### src/rtl/adc_avg_sequencer.sv
// Conversion sequencer and averager between the SPI command path and the SAR ADC.
// Walks enabled channels, averages 2^L conversions each, and keeps one rounded word per channel.
module adc_avg_sequencer #(
  parameter int unsigned NUMCHANNELS    = 16,
  parameter int unsigned ADCBITDEPTH    = 14,
  parameter int unsigned OUTWIDTH       = 16,
  parameter int unsigned MAX_AVG_LOG2   = 4,
  parameter int unsigned TIMEOUT_CYCLES = 255,
  localparam int unsigned CHW  = (NUMCHANNELS > 1) ? $clog2(NUMCHANNELS) : 1,
  localparam int unsigned AVGW = $clog2(MAX_AVG_LOG2 + 1)
) (
  input  logic                   CLK,
  input  logic                   NRST,
  input  logic                   START,
  input  logic [NUMCHANNELS-1:0] CH_ENABLE,
  input  logic [AVGW-1:0]        AVG_LOG2,
  output logic                   SAMPLE,
  output logic [CHW-1:0]         MUX_chan,
  input  logic                   READY,
  input  logic [ADCBITDEPTH-1:0] DOUT,
  output logic                   BUSY,
  output logic                   DATA_RDY,
  output logic                   TIMEOUT_ERR,
  input  logic                   DATA_CLR,
  input  logic [CHW-1:0]         RD_CHAN,
  output logic [OUTWIDTH-1:0]    RD_DATA
);

  localparam int unsigned ACCW = ADCBITDEPTH + MAX_AVG_LOG2;
  localparam int unsigned CNTW = MAX_AVG_LOG2 + 1;
  localparam int unsigned TMW  = $clog2(TIMEOUT_CYCLES + 1);
  localparam logic [OUTWIDTH-1:0] RESET_WORD = {1'b1, {(OUTWIDTH-1){1'b0}}};

  typedef enum logic [2:0] {S_IDLE, S_SCAN, S_REQ, S_WAIT, S_STORE, S_DONE} state_t;

  state_t                   state_q, state_d;
  logic [CHW-1:0]           chan_q, chan_d;
  logic [NUMCHANNELS-1:0]   en_q, en_d;
  logic [AVGW-1:0]          avg_q, avg_d;
  logic [ACCW-1:0]          acc_q, acc_d;
  logic [CNTW-1:0]          cnt_q, cnt_d;
  logic [TMW-1:0]           tmo_q, tmo_d;
  logic                     busy_q, busy_d;
  logic                     data_rdy_q, data_rdy_d;
  logic                     tmo_err_q, tmo_err_d;
  logic [OUTWIDTH-1:0]      rd_data_q, rd_data_d;
  logic [OUTWIDTH-1:0]      bank_q [NUMCHANNELS];

  logic                     bank_we;
  logic [OUTWIDTH-1:0]      bank_wdata;
  logic                     last_chan;
  logic [CNTW-1:0]          cnt_inc;
  logic [CNTW-1:0]          cnt_target;
  logic [ACCW-1:0]          rnd_sum;

  assign last_chan  = (chan_q == CHW'(NUMCHANNELS - 1));
  assign cnt_inc    = cnt_q + CNTW'(1);
  assign cnt_target = CNTW'(1) << avg_q;
  // Round-half-up: add half an LSB of the shifted result before dividing by 2^L.
  assign rnd_sum    = acc_q + ((ACCW'(1) << avg_q) >> 1);

  always_comb begin
    state_d    = state_q;
    chan_d     = chan_q;
    en_d       = en_q;
    avg_d      = avg_q;
    acc_d      = acc_q;
    cnt_d      = cnt_q;
    tmo_d      = tmo_q;
    busy_d     = busy_q;
    data_rdy_d = data_rdy_q;
    tmo_err_d  = tmo_err_q;
    bank_we    = 1'b0;
    bank_wdata = RESET_WORD;
    rd_data_d  = bank_q[RD_CHAN];

    // Host clear first so a same-cycle set in DONE overrides it.
    if (DATA_CLR) data_rdy_d = 1'b0;

    case (state_q)
      S_IDLE: begin
        if (START) begin
          en_d       = CH_ENABLE;
          avg_d      = (AVG_LOG2 > AVGW'(MAX_AVG_LOG2)) ? AVGW'(MAX_AVG_LOG2) : AVG_LOG2;
          chan_d     = '0;
          acc_d      = '0;
          cnt_d      = '0;
          data_rdy_d = 1'b0;
          tmo_err_d  = 1'b0;
          busy_d     = 1'b1;
          state_d    = S_SCAN;
        end
      end
      S_SCAN: begin
        if (en_q[chan_q]) begin
          state_d = S_REQ;
        end else begin
          bank_we    = 1'b1;
          bank_wdata = RESET_WORD;
          if (last_chan) state_d = S_DONE;
          else           chan_d  = chan_q + CHW'(1);
        end
      end
      S_REQ: begin
        tmo_d   = '0;
        state_d = S_WAIT;
      end
      S_WAIT: begin
        if (READY) begin
          acc_d   = acc_q + ACCW'(DOUT);
          cnt_d   = cnt_inc;
          state_d = (cnt_inc == cnt_target) ? S_STORE : S_REQ;
        end else if (tmo_q == TMW'(TIMEOUT_CYCLES - 1)) begin
          tmo_err_d = 1'b1;
          busy_d    = 1'b0;
          state_d   = S_IDLE;
        end else begin
          tmo_d = tmo_q + TMW'(1);
        end
      end
      S_STORE: begin
        bank_we    = 1'b1;
        bank_wdata = OUTWIDTH'(rnd_sum >> avg_q);
        acc_d      = '0;
        cnt_d      = '0;
        if (last_chan) begin
          state_d = S_DONE;
        end else begin
          chan_d  = chan_q + CHW'(1);
          state_d = S_SCAN;
        end
      end
      S_DONE: begin
        busy_d     = 1'b0;
        data_rdy_d = 1'b1;
        state_d    = S_IDLE;
      end
      default: state_d = S_IDLE;
    endcase
  end

  always_ff @(posedge CLK) begin
    if (!NRST) begin
      state_q    <= S_IDLE;
      chan_q     <= '0;
      en_q       <= '0;
      avg_q      <= '0;
      acc_q      <= '0;
      cnt_q      <= '0;
      tmo_q      <= '0;
      busy_q     <= 1'b0;
      data_rdy_q <= 1'b0;
      tmo_err_q  <= 1'b0;
    end else begin
      state_q    <= state_d;
      chan_q     <= chan_d;
      en_q       <= en_d;
      avg_q      <= avg_d;
      acc_q      <= acc_d;
      cnt_q      <= cnt_d;
      tmo_q      <= tmo_d;
      busy_q     <= busy_d;
      data_rdy_q <= data_rdy_d;
      tmo_err_q  <= tmo_err_d;
    end
  end

  always_ff @(posedge CLK) begin
    if (!NRST) begin
      for (int unsigned i = 0; i < NUMCHANNELS; i++) bank_q[i] <= RESET_WORD;
      rd_data_q <= RESET_WORD;
    end else begin
      if (bank_we) bank_q[chan_q] <= bank_wdata;
      rd_data_q <= rd_data_d;
    end
  end

  assign SAMPLE      = (state_q == S_REQ);
  assign MUX_chan    = chan_q;
  assign BUSY        = busy_q;
  assign DATA_RDY    = data_rdy_q;
  assign TIMEOUT_ERR = tmo_err_q;
  assign RD_DATA     = rd_data_q;

endmodule

### config.mk
export PLATFORM = sky130hd
export DESIGN_NAME = adc_avg_sequencer
export DESIGN_NICKNAME = d
export VERILOG_FILES = /design/src/rtl/adc_avg_sequencer.sv
export SDC_FILE = /design/constraint.sdc
export NUM_CORES = 1
export LEC_CHECK = 0
export BUFFER_PORTS_ARGS = -buffer_cell sky130_fd_sc_hd__clkbuf_2
export CAP_MARGIN = 30
export CORE_MARGIN = 2
export CORE_UTILIZATION = 64
export CTS_BUF_LIST = sky130_fd_sc_hd__clkbuf_4
export DETAILED_ROUTE_END_ITERATION = 16
export HOLD_SLACK_MARGIN = 0.05
export PLACE_DENSITY = 0.82
export SLEW_MARGIN = 5
export SYNTH_ARGS = -nofsm -noshare
export SYNTH_HDL_FRONTEND = slang
export SYNTH_SLANG_ARGS = --single-unit
### constraint.sdc
create_clock -name CLK -period 5.4 [get_ports CLK]
set_input_delay 0.54 -clock CLK [delete_from_list [all_inputs] [get_ports CLK]]
set_output_delay 0.54 -clock CLK [all_outputs]
set_load 0.01 [all_outputs]
# --- Yosys cells after proc, flatten, opt, wreduce, memory -nomap -nowiden ---
# Memory sizes are Yosys's and may differ from the RTL's. A register that Yosys moved wholly into a read port is not among the register bits.
# Index checks and enable logic that the tools add are counted.
totals:
  regBits: 60
  ram_bits: 256
  word_cells: 97
  memories: 1
  input_bits: 42
op_classes:
  order_cmp: 2
  n_shift: 3
  n_mux: 45
  n_reduce_logical: 15
  addsub: 5
  eq_ne: 16
memory_table:
  columns: ["name", "depth", "width", "rd", "rd_ports_with_merged_regs", "wr", "line", "text"]
  rows:
  - ["bank_q", 16, 16, 1, 1, 16, "47", "logic [OUTWIDTH-1:0] bank_q [NUMCHANNELS];"]
ops:
  columns: ["cell", "count"]
  rows:
  - ["18-bit case mux with 3 select lines", 1]
  - ["18-bit 2-to-1 mux", 2]
  - ["16-bit 2-to-1 mux", 2]
  - ["3-bit 2-to-1 mux", 8]
  - ["18-bit by 14-bit adder with 18-bit output", 1]
  - ["18-bit by 17-bit adder with 18-bit output", 1]
  - ["1-bit by 3-bit left shift with 18-bit output (first input constant)", 1]
  - ["18-bit by 3-bit right shift with 16-bit output", 1]
  - ["4-bit 2-to-1 mux", 4]
  - ["8-bit 2-to-1 mux", 2]
  - ["8-bit case mux with 2 select lines", 1]
  - ["16-bit OR reduction", 1]
  - ["1-bit 2-to-1 mux", 15]
  - ["3-bit case mux with 5 select lines", 1]
  - ["5-bit case mux with 3 select lines", 1]
  - ["2-bit inequality test (second input constant)", 6]
  - ["4-bit case mux with 3 select lines", 1]
  - ["3-bit AND reduction", 4]
  - ["5-bit 2-to-1 mux", 2]
  - ["3-bit nonzero test", 3]
  - ["8-bit by 1-bit adder with 8-bit output (second input constant)", 1]
  - ["8-bit == test (second input constant)", 1]
  - ["4-bit AND reduction", 2]
  - ["3-bit by 2-bit == test with 1-bit output (second input constant)", 2]
  - ["other kinds (17)", 22]

# --- Logic depth before layout (Yosys ltp) ---
# Gate-level depths: netlist of run 1.
depth:
  depth_word: 9
  depth_mapped: 17

# --- Worst setup path after synthesis of run 1 ---
# No wires, ideal clock.
synth_path:
  kind: "reg-to-reg"
  start: "register avg_q[1]"
  end: "memory bank_q[10][3], data pin"
  arrival_ns: 4.056
  period_less_slack_ns: 4.321
  t_required_ns: 5.135
  setup_slack_ns: 1.079
  n_path_buf: 4
  path_stages_with_launch: 16
  cell_sequence: "dfxtp_1 > clkbuf_1 > clkbuf_1 > clkbuf_1 > nand2_1 > nor2_1 > ha_1 > and3_1 > o311ai_1 > nand4_1 > o32a_1 > o21ai_0 > nor3_1 > o31ai_1 > buf_2 > nor2_1"
synth_rtl:
  columns: ["item", "line", "text"]
  rows:
  - ["start: declaration", "39", "logic [AVGW-1:0] avg_q, avg_d;"]
  - ["start signal: assignment", "158", "avg_q <= avg_d;"]
  - ["end: declaration", "47", null]

==> impl_metrics.tcl, run 1 <==
set metrics [dict create \
    clockRootBuffer "clkbuf_4" \
    synthDistinctLibCells 70 \
    core_um2 25040 \
    tightest_slew_ns 0.9919 \
    met2_usage_pct 50.59 \
    period_share_pct 82.54 \
    initial_core_util_pct 64.98 \
    ys_async_sr_fraction_pct 0 \
    finalClockSkew_ns 0.05729 \
    place.gp.congestion 0.8773 \
    ys.flop_type "edfxtp_1" \
    cp.required_ns 5.82 \
    cts-buffers-inserted 82 \
    syn_to_final_growth_pct 11.13 \
    place.detailed.hpwl_mm 25.95 \
    totalWireLength_mm 41.33 \
    synth_cells 1389 \
    top_usage_layer "met2" \
    grt_start_max_net_pins 47 \
    synth.yosys.seq_area_share_pct 56.60 \
    layout.cells.non_filler 1865 \
    clk-insertion-delay-late_ns 0.72 \
    ant_nets 0 \
    cts.clk_slew.worst_paths_ns 0.07 \
    grt_use_total_pct 31.56 \
    timing.setup.tns_ns 0 \
    vias 11990 \
    multi_input_area_um2 6614 \
    synth_top_area_share_pct 47.25 \
    grt_pass1_wl_mm 63.98 \
    grt_pass1_vias 12020 \
    grt.overflow.total 0 \
    die_y_um 163.4 \
    drive_gt1_share_pct 22.37 \
    seq_area_um2 9209 \
    antenna_found_initial 3 \
    preCtsSetupSlack_ns 0.9116 \
    fmax_ghz 0.2244 \
    avgViaCountPerCell 6.431 \
    end_kind "flop" \
    cts_setup_buffers 0 \
    die_width_um 163.4 \
    min_period_ns 4.457 \
    grt_setup_unrepaired "false" \
    synth_commonest_cells "301 x nor2_1, 256 x edfxtp_1, 142 x nand2_1" \
    fill_cells 1673 \
    htree_num_levels 3 \
    maxCapViolCount 0 \
    slew_headroom_pct 32.16 \
    drc 0 \
    drt_pass1_iterations 6 \
    yosysMostFrequentCell "nor2_1" \
    syn-cell-area_um2 16270 \
    min_path_type "in2reg" \
    cp_max_fo 39 \
    gr-usage-met1_pct 42.47 \
    hold_violations 0 \
    dr.first_iter.drc_count 1613 \
    ctsResizeCount 0 \
    ios 66 \
    cts_max_path_buffers 3 \
    reg2reg_slack_ns 0.94 \
    wire_per_inst_um 22.16 \
    num_rows 58 \
    synth-seq-cells 332 \
    cts_sinks 332 \
    finalSetupViolCount 0 \
    path_class "reg2reg" \
    ys_top_cells_by_area "edfxtp_1 47%, mux4_2 12%, dfxtp_1 9.4%, nor2_1 6.9%, nand2_1 3.3%" \
    io_buffer_count 65 \
    power_density_nw_per_um2 306.9 \
    synth_edf_count 256 \
    cp_data_arrival_time_ns 4.87 \
    design.die.area_um2 26710 \
    yosysWarnings 0 \
    nNetsFinal 1538 \
    slew_violations 0 \
    cts_tree "yes" \
    vdd_drop_max_v 0.0002016 \
    cp-start-kind "flop" \
    synth.largest_area_cell "edfxtp_1" \
    avgSynthCellArea_um2 11.71 \
    syn_nets 1460 \
    p_leak_uw 0.006372 \
    fin_ws_ns 0.9428 \
    met3_usage_pct 7.491 \
    placed_cells 1695 \
    status "complete, no violations" \
]
## repair_timing
action / in CTS / in global routing
endpoints found under the setup margin: 0 / 0
hold endpoints to repair: 9 / 0
hold buffers: 9 / 0
## worst max-delay path, cell delays in order, from the launching register on
cell and delay, ns:
dfxtp_1 0.34, buf_4 0.39, nand2_1 0.13, nor2_1 0.20
ha_1 0.32, and3_1 0.24, o311ai_1 0.41, and4_1 0.44
a2111oi_0 0.17, o31ai_1 0.55, o221a_2 0.35, nand2b_1 0.51
nor2_1 0.13
## sequential cells by signal (all words and copies together) (netlist names), 4 cells and up
signal / flops
cnt_q: 5
en_q: 16
RD_DATA: 16
acc_q: 18
MUX_chan: 4
bank_q: 256
tmo_q: 8
## layer usage
layer	wire length, µm	vias up
li1	-	5309
met1	15500	5802
met2	19790	792
met3	4962	90
met4	1083	0
met5	0	-
## cell families (layout without fill, tap and decap cells)
logic type | count (synthesis) | count (layout) | share of synthesized area, %
fa+ha+maj | 30 | 30 | 2.384
mux | 103 | 103 | 13.02
xor+xnor | 36 | 36 | 1.938
flops | 332 | 332 | 56.60
compound gates | 169 | 169 | 7.198
simple gates | 600 | 600 | 15.98
buf+inv | 119 | 263 | 2.876
other cells | 0 | 2 | 0
## final cells by class
cell class                 instances  area share [%]
clock buffer                     132           5.481
multi-input combinational        938           36.58
antenna                            2         0.02768
inverter                          13          0.2699
timing repair buffer             100           3.820
clock inverter                    18          0.6021
tap                              330           2.284
sequential                       332           50.93
## power breakdown
group	leakage, µW	switching [µW]	internal, µW
Clock	0.000660	1030	1160
Sequential	0.00321	40.8	2830
Combinational	0.00250	293	192
## layout by cell type, fill, tap and decap left out, types with 11 or more instances in the layout
master / synthesis / routed
buf_4: 2 / 19
and2_1: 22 / 22
dfxtp_1: 76 / 76
inv_1: 12 / 12
nor2_1: 301 / 301
and3_1: 11 / 11
nand3_1: 49 / 49
clkinv_1: 0 / 11
nor3_1: 18 / 18
mux4_2: 85 / 85
xor2_1: 12 / 12
nand4_1: 11 / 11
edfxtp_1: 256 / 256
xnor2_1: 24 / 24
o21ai_0: 16 / 16
clkbuf_2: 0 / 64
a31oi_1: 12 / 12
clkbuf_4: 0 / 132
a21oi_1: 51 / 51
ha_1: 27 / 27
nand2_1: 142 / 142
## final timing paths
path                startpoint            end  depth (start not counted)
hold / removal    CH_ENABLE[6]        en_q[6]                          3
setup reg to reg      avg_q[1]  bank_q[0][13]                         12
hold reg to reg        en_q[2]        en_q[2]                          2
setup / recovery      avg_q[1]  bank_q[0][13]                         12
## metrics by stage
stage | instance area, µm² | total power [µW] | util, % | hold slack [ns]
after floorplan | 16270 | 3231 | - | 0.4331
after global placement | 16720 | 3363 | 66.77 | 0.4397
after detailed placement | 16740 | 3389 | 66.86 | 0.4459
after CTS | 17930 | 5535 | 71.61 | 0.05099
after global routing | 18080 | 5719 | 72.21 | 0.06111
final | 18080 | 5548 | 72.21 | 0.08208
No activity file was read; power rests on OpenSTA's default activity.
==> run 2, diff against run 1 <==
--- a/config.mk
+++ b/config.mk
@@ -8,11 +8,11 @@
 export BUFFER_PORTS_ARGS = -buffer_cell sky130_fd_sc_hd__clkbuf_2
 export CAP_MARGIN = 30
 export CORE_MARGIN = 2
-export CORE_UTILIZATION = 64
+export CORE_UTILIZATION = 58
 export CTS_BUF_LIST = sky130_fd_sc_hd__clkbuf_4
 export DETAILED_ROUTE_END_ITERATION = 16
 export HOLD_SLACK_MARGIN = 0.05
-export PLACE_DENSITY = 0.82
+export PLACE_DENSITY = 0.79
 export SLEW_MARGIN = 5
 export SYNTH_ARGS = -nofsm -noshare
 export SYNTH_HDL_FRONTEND = slang
==> constraint.sdc (replaced) <==
create_clock -name CLK -period 3.81 [get_ports CLK]
set_input_delay 0.381 -clock CLK [delete_from_list [all_inputs] [get_ports CLK]]
set_output_delay 0.381 -clock CLK [all_outputs]
set_load 0.01 [all_outputs]
==> run 2 against run 1 <==
Non-clock buffer count increased by 48. Final area is 3.0% higher. Final cell count is 5.2% higher. Flip-flop and latch count is the same. Register-to-register slack got worse by 0.74 ns. Via count decreased by 0.39%. Highest routed layer unchanged. Clock-buffer cell count rose by 1. Utilization fell by 5.0 points. Die area grew 10%. Power increased by 45%.
==> impl_metrics.tcl, run 2 (synthesis results as in run 1) <==
set metrics [dict create \
    min_period_ns 3.606 \
    cts-buffers-inserted 84 \
    cp_data_arrival_time_ns 4.15 \
    final_common_cell "nor2_1" \
    top_register "bank_q" \
    cp_max_fo 16 \
    cp.required_ns 4.35 \
    cp_slowest_stage_delay_ns 0.60 \
    p_leak_uw 0.006624 \
    cts_tree "yes" \
    crit_top_cell "nor2_1" \
    top_usage_layer "met2" \
    vdd_drop_max_v 0.0002689 \
    avgViaCountPerCell 6.089 \
    htree_num_levels 3 \
    cp-start-kind "flop" \
    drt_pass1_iterations 5 \
    critical-path-top-delay-family "compound AO/OA/AOI/OAI gates" \
    io_buffer_count 65 \
    wire_per_inst_um 20.70 \
    grt_start_max_net_pins 45 \
    tightest_slew_ns 1.009 \
    fmax_ghz 0.2773 \
    die_width_um 171.5 \
    nNetsFinal 1588 \
    timing.setup.tns_ns 0 \
    power_density_nw_per_um2 430.9 \
    syn_to_final_growth_pct 14.45 \
    met2_usage_pct 46.92 \
    design.die.area_um2 29410 \
    antenna_found_initial 1 \
    place.detailed.hpwl_mm 25.98 \
    finalSetupViolCount 0 \
    worstPathCellList "inv_1 > nand2_2 > buf_4 > nor2_1 > ha_1 > nor2_1 > a211o_1 > o21a_1 > buf_4 > a2111oi_2 > o211ai_1 > o21a_1 > or3_1 > nor2_1" \
    vias 11950 \
    status "complete, no violations" \
    drive_gt1_share_pct 24.45 \
    cts_sinks 332 \
    min_path_type "in2reg" \
    grt_use_total_pct 28.48 \
    initial_core_util_pct 58.72 \
    slew_violations 0 \
    totalWireLength_mm 40.62 \
    ios 66 \
    final_cell_mix "301 x nor2_1, 256 x edfxtp_1, 141 x nand2_1" \
    cp_num_buf_inv 3 \
    maxCapViolCount 0 \
    clockRootBuffer "clkbuf_4" \
    finalClockSkew_ns 0.04858 \
    cp_slowest_cell "or3_1" \
    num_rows 61 \
    slew_headroom_pct 31.01 \
    path_class "reg2reg" \
    cts_max_path_buffers 3 \
    grt.overflow.total 0 \
    drc 0 \
    clk-insertion-delay-late_ns 0.72 \
    ant_nets 0 \
    final_core_util_pct 67.21 \
    dr.first_iter.drc_count 1162 \
    period_share_pct 94.64 \
    die_y_um 171.5 \
    core_um2 27710 \
    met3_usage_pct 5.154 \
    largest_register_ff_count 256 \
    place.gp.congestion 0.9206 \
    grt_pass1_vias 11940 \
    cts.clk_slew.worst_paths_ns 0.06 \
    hold_violations 0 \
    gr-usage-met1_pct 38.21 \
    grt_pass1_wl_mm 63.25 \
    end_kind "flop" \
    largestRegisters "bank_q (256), acc_q (18)" \
]
==> run 2: worst register-to-register path: cells and delay by family (launching register included) <==
kind | cells | cell delay (ns)
AO/OA/AOI/OAI | 5 | 1.36
adder cells (fa/ha/maj) | 1 | 0.31
buffers and inverters | 3 | 0.42
flip-flops | 1 | 0.34
AND/OR/NAND/NOR | 5 | 1.02
==> run 2: what timing repair did <==
action | CTS | global route
setup buffers | 0 | 2
pin swaps | 0 | 1
gates resized for setup | 1 | 8
hold buffers | 23 | 0
hold endpoints to repair | 23 | 0
endpoints found under the setup margin | 2 | 120
==> run 2: worst paths after layout <==
| kind | from | end | slack (ns) | depth (start not counted) |
|---|---|---|---|---|
| max | avg_q[1] | bank_q[5][14] | 0.20 | 14 |
| min | DOUT[13] | acc_q[13] | 0.14 | 4 |
| max reg2reg | avg_q[1] | bank_q[5][14] | 0.20 | 14 |
| min reg2reg | en_q[14] | en_q[14] | 0.46 | 2 |
==> run 2: power by group <==
| group | leakage [µW] | total (µW) | switching, µW | internal [µW] |
|---|---|---|---|---|
| clock network | 0.000693 | 3240 | 1450 | 1790 |
| registers | 0.00321 | 4060 | 52.3 | 4010 |
| logic | 0.00272 | 723 | 424 | 299 |
==> run 2: cell type report <==
cell class                      count  area (µm²)
Fill cell                        1930        9085
Inverter                           13       48.80
Clock buffer                      133       998.5
Tap cell                          378       473.0
Clock inverter                     19       166.4
Antenna cell                        1       2.502
Sequential cell                   332        9209
Multi-Input combinational cell    938        6664
Timing Repair Buffer              148        1059
==> run 2: metal layers <==
metal	up-vias	share of wire (%)
met5	-	0
met4	0	2.2
met3	69	10
met2	678	49
met1	5778	38
li1	5421	-
==> run 2: stage by stage <==
| stage | hold WS (ns) | total power, µW | std cells | instance area [µm²] | setup WS (ns) |
|---|---|---|---|---|---|
| 2_1_floorplan | 0.4331 | 4586 | 1389 | 16330 | 0.02107 |
| 3_3_place_gp | 0.4392 | 4801 | 1783 | 17140 | 0.06333 |
| 3_5_place_dp | 0.4503 | 4829 | 1784 | 17150 | 0.04168 |
| 4_1_cts | 0.09014 | 8045 | 1959 | 18550 | 0.008476 |
| 5_1_grt | 0.1576 | 8288 | 1962 | 18620 | -0.007056 |
| 6_report | 0.1374 | 8024 | 1962 | 18620 | 0.2043 |
==> run 3, diff against run 2 <==
--- a/config.mk
+++ b/config.mk
@@ -7,12 +7,15 @@
 export LEC_CHECK = 0
 export BUFFER_PORTS_ARGS = -buffer_cell sky130_fd_sc_hd__clkbuf_2
 export CAP_MARGIN = 30
+export CELL_PAD_IN_SITES_DETAIL_PLACEMENT = 0
+export CELL_PAD_IN_SITES_GLOBAL_PLACEMENT = 1
+export CORE_ASPECT_RATIO = 1.25
 export CORE_MARGIN = 2
-export CORE_UTILIZATION = 58
+export CORE_UTILIZATION = 47
 export CTS_BUF_LIST = sky130_fd_sc_hd__clkbuf_4
 export DETAILED_ROUTE_END_ITERATION = 16
 export HOLD_SLACK_MARGIN = 0.05
-export PLACE_DENSITY = 0.79
+export PLACE_DENSITY_LB_ADDON = 0.1
 export SLEW_MARGIN = 5
 export SYNTH_ARGS = -nofsm -noshare
 export SYNTH_HDL_FRONTEND = slang
==> run 3 against run 2 <==
Critical path depth fell by 1. Final area up 1.1%. Clock-buffer cell count is 8 higher. Via count decreased by 3.5%. Combinational power increased by 0.7%. Power is 1.2% lower. Clock power shrank 3%. Final cell count rose by 5.4%. Non-clock buffer count rose by 9. Global-route usage fell by 4.0 points. Sequential power barely moved.
==> impl_metrics.tcl, run 3 (synthesis results as in run 1) <==
set metrics [dict create \
    grt.overflow.total 0 \
    timing.setup.tns_ns 0 \
    die_width_um 170.4 \
    ios 66 \
    slew_violations 0 \
    final_cell_mix "301 x nor2_1, 256 x edfxtp_1, 141 x nand2_1, 141 x clkbuf_4, 85 x mux4_2" \
    holdCritStartpoint "DOUT[10]" \
    cp-start-kind "flop" \
    report.power.total_uw 7926 \
    cts_tree "yes" \
    path_class "reg2reg" \
    nNetsFinal 1601 \
    seq_area_um2 9210 \
    syn_to_final_growth_pct 15.71 \
    grt_use_total_pct 24.51 \
    ff2ff_path_depth 13 \
    finalSetupViolCount 0 \
    min_path_type "in2reg" \
    cts_sinks 332 \
    top_register "bank_q" \
    place.detailed.hpwl_mm 27.74 \
    cp_data_arrival_time_ns 4.02 \
    largestRegisters "bank_q (256), acc_q (18)" \
    whs_path_depth 5 \
    wire_per_inst_um 20.66 \
    reg2reg_from "avg_q[0]" \
    holdWs_ns 0.1441 \
    cts.clk_slew.worst_paths_ns 0.07 \
    cp_max_fo 16 \
    core_um2 34330 \
    ant_nets 0 \
    r2r_end "bank_q[7][5]" \
    htree_num_levels 3 \
    reg2reg_slack_ns 0.25 \
    tightest_slew_ns 0.8500 \
    largest_register_ff_count 256 \
    power_density_nw_per_um2 421.0 \
    grt_pass1_vias 11680 \
    drt_pass1_iterations 5 \
    grt_pass1_wl_mm 65.98 \
    period_share_pct 93.49 \
    p_leak_uw 0.006683 \
    place.gp.congestion 0.8492 \
    clk-insertion-delay-late_ns 0.78 \
    drive_gt1_share_pct 24.83 \
    dr.first_iter.drc_count 859 \
    final_common_cell "nor2_1" \
    holdPathEnd "acc_q[10]" \
    io_buffer_count 65 \
    cts-buffers-inserted 88 \
    cp.required_ns 4.27 \
    vias 11530 \
    status "complete, no violations" \
    num_rows 76 \
    initial_core_util_pct 47.39 \
    min_period_ns 3.562 \
    multi_input_area_um2 6660 \
    maxCapViolCount 0 \
    slew_headroom_pct 42.81 \
    design.die.area_um2 36130 \
    grt_setup_unrepaired "true" \
    fill_cells 3048 \
    avgViaCountPerCell 5.574 \
    totalWireLength_mm 42.73 \
    grt_start_max_net_pins 65 \
    end_kind "flop" \
    clockRootBuffer "clkbuf_4" \
    vdd_drop_max_v 0.0002055 \
    die_y_um 212.0 \
    fmax_ghz 0.2807 \
    finalClockSkew_ns 0.04684 \
    hold_violations 0 \
    drc 0 \
    cts_max_path_buffers 3 \
    antenna_found_initial 2 \
]
## run 3: worst max path at each step
stage,start,end,slack (ns),cells past startpoint
after global placement,avg_q[1],bank_q[0][3],0.03,13
after global routing,avg_q[1],bank_q[6][1],-0.01,14
final,avg_q[0],bank_q[7][5],0.25,13
after detailed placement,avg_q[1],bank_q[7][9],-0.02,13
after floorplan,avg_q[1],bank_q[6][1],0.02,16
after CTS,avg_q[1],bank_q[0][5],0.12,15
## run 3: per-layer routing
| layer | GRT usage [%] | vias up | routed length (µm) |
|---|---|---|---|
| met4 | 10.85 | 0 | 1459 |
| met3 | 4.319 | 85 | 2140 |
| met5 | 0 | - | 0 |
| li1 | - | 5447 | - |
| met1 | 28.23 | 5663 | 16270 |
| met2 | 44.51 | 332 | 22860 |
## run 3: final cells by class
| class | count | share of cell area [%] |
|---|---|---|
| tap | 468 | 3.110 |
| antenna | 1 | 0.01329 |
| inverter | 13 | 0.2592 |
| multi-input combinational | 938 | 35.38 |
| clock buffer | 141 | 5.623 |
| timing repair buffer | 157 | 6.274 |
| sequential | 332 | 48.92 |
| clock inverter | 18 | 0.4187 |
## run 3: critical path, cell delays in order (launching register included)
cell,delay (ns)
dfxtp_1,0.34
nand2b_1,0.19
nor2_1,0.20
ha_1,0.26
and3_1,0.20
o311ai_2,0.32
and4_1,0.46
a21boi_1,0.17
xor2_1,0.18
a311o_1,0.42
buf_4,0.16
mux2i_4,0.16
buf_12,0.16
nor2_1,0.05
## run 3: power by group
| part | internal [µW] | leakage (µW) | switching [µW] |
|---|---|---|---|
| clock | 1670 | 0.000692 | 1470 |
| combinational | 307 | 0.00278 | 420 |
| sequential | 4010 | 0.00321 | 50.5 |
## run 3: per-stage QoR
step / instances / area (µm²) / util, % / setup slack [ns]
floorplan: 1389 / 16330 / - / 0.02107
global placement: 1876 / 17320 / 50.47 / 0.02593
detailed placement: 1877 / 17330 / 50.49 / -0.02284
CTS: 2067 / 18800 / 54.77 / 0.1210
global route: 2068 / 18830 / 54.84 / -0.01452
finish: 2068 / 18830 / 54.84 / 0.2480
## run 3: repair_timing
item,in CTS,in global routing
resized for setup,2,9
setup buffers,1,0
hold buffers,30,0
hold endpoints to repair,29,0
pin swaps,0,0
setup endpoints to repair,11,91
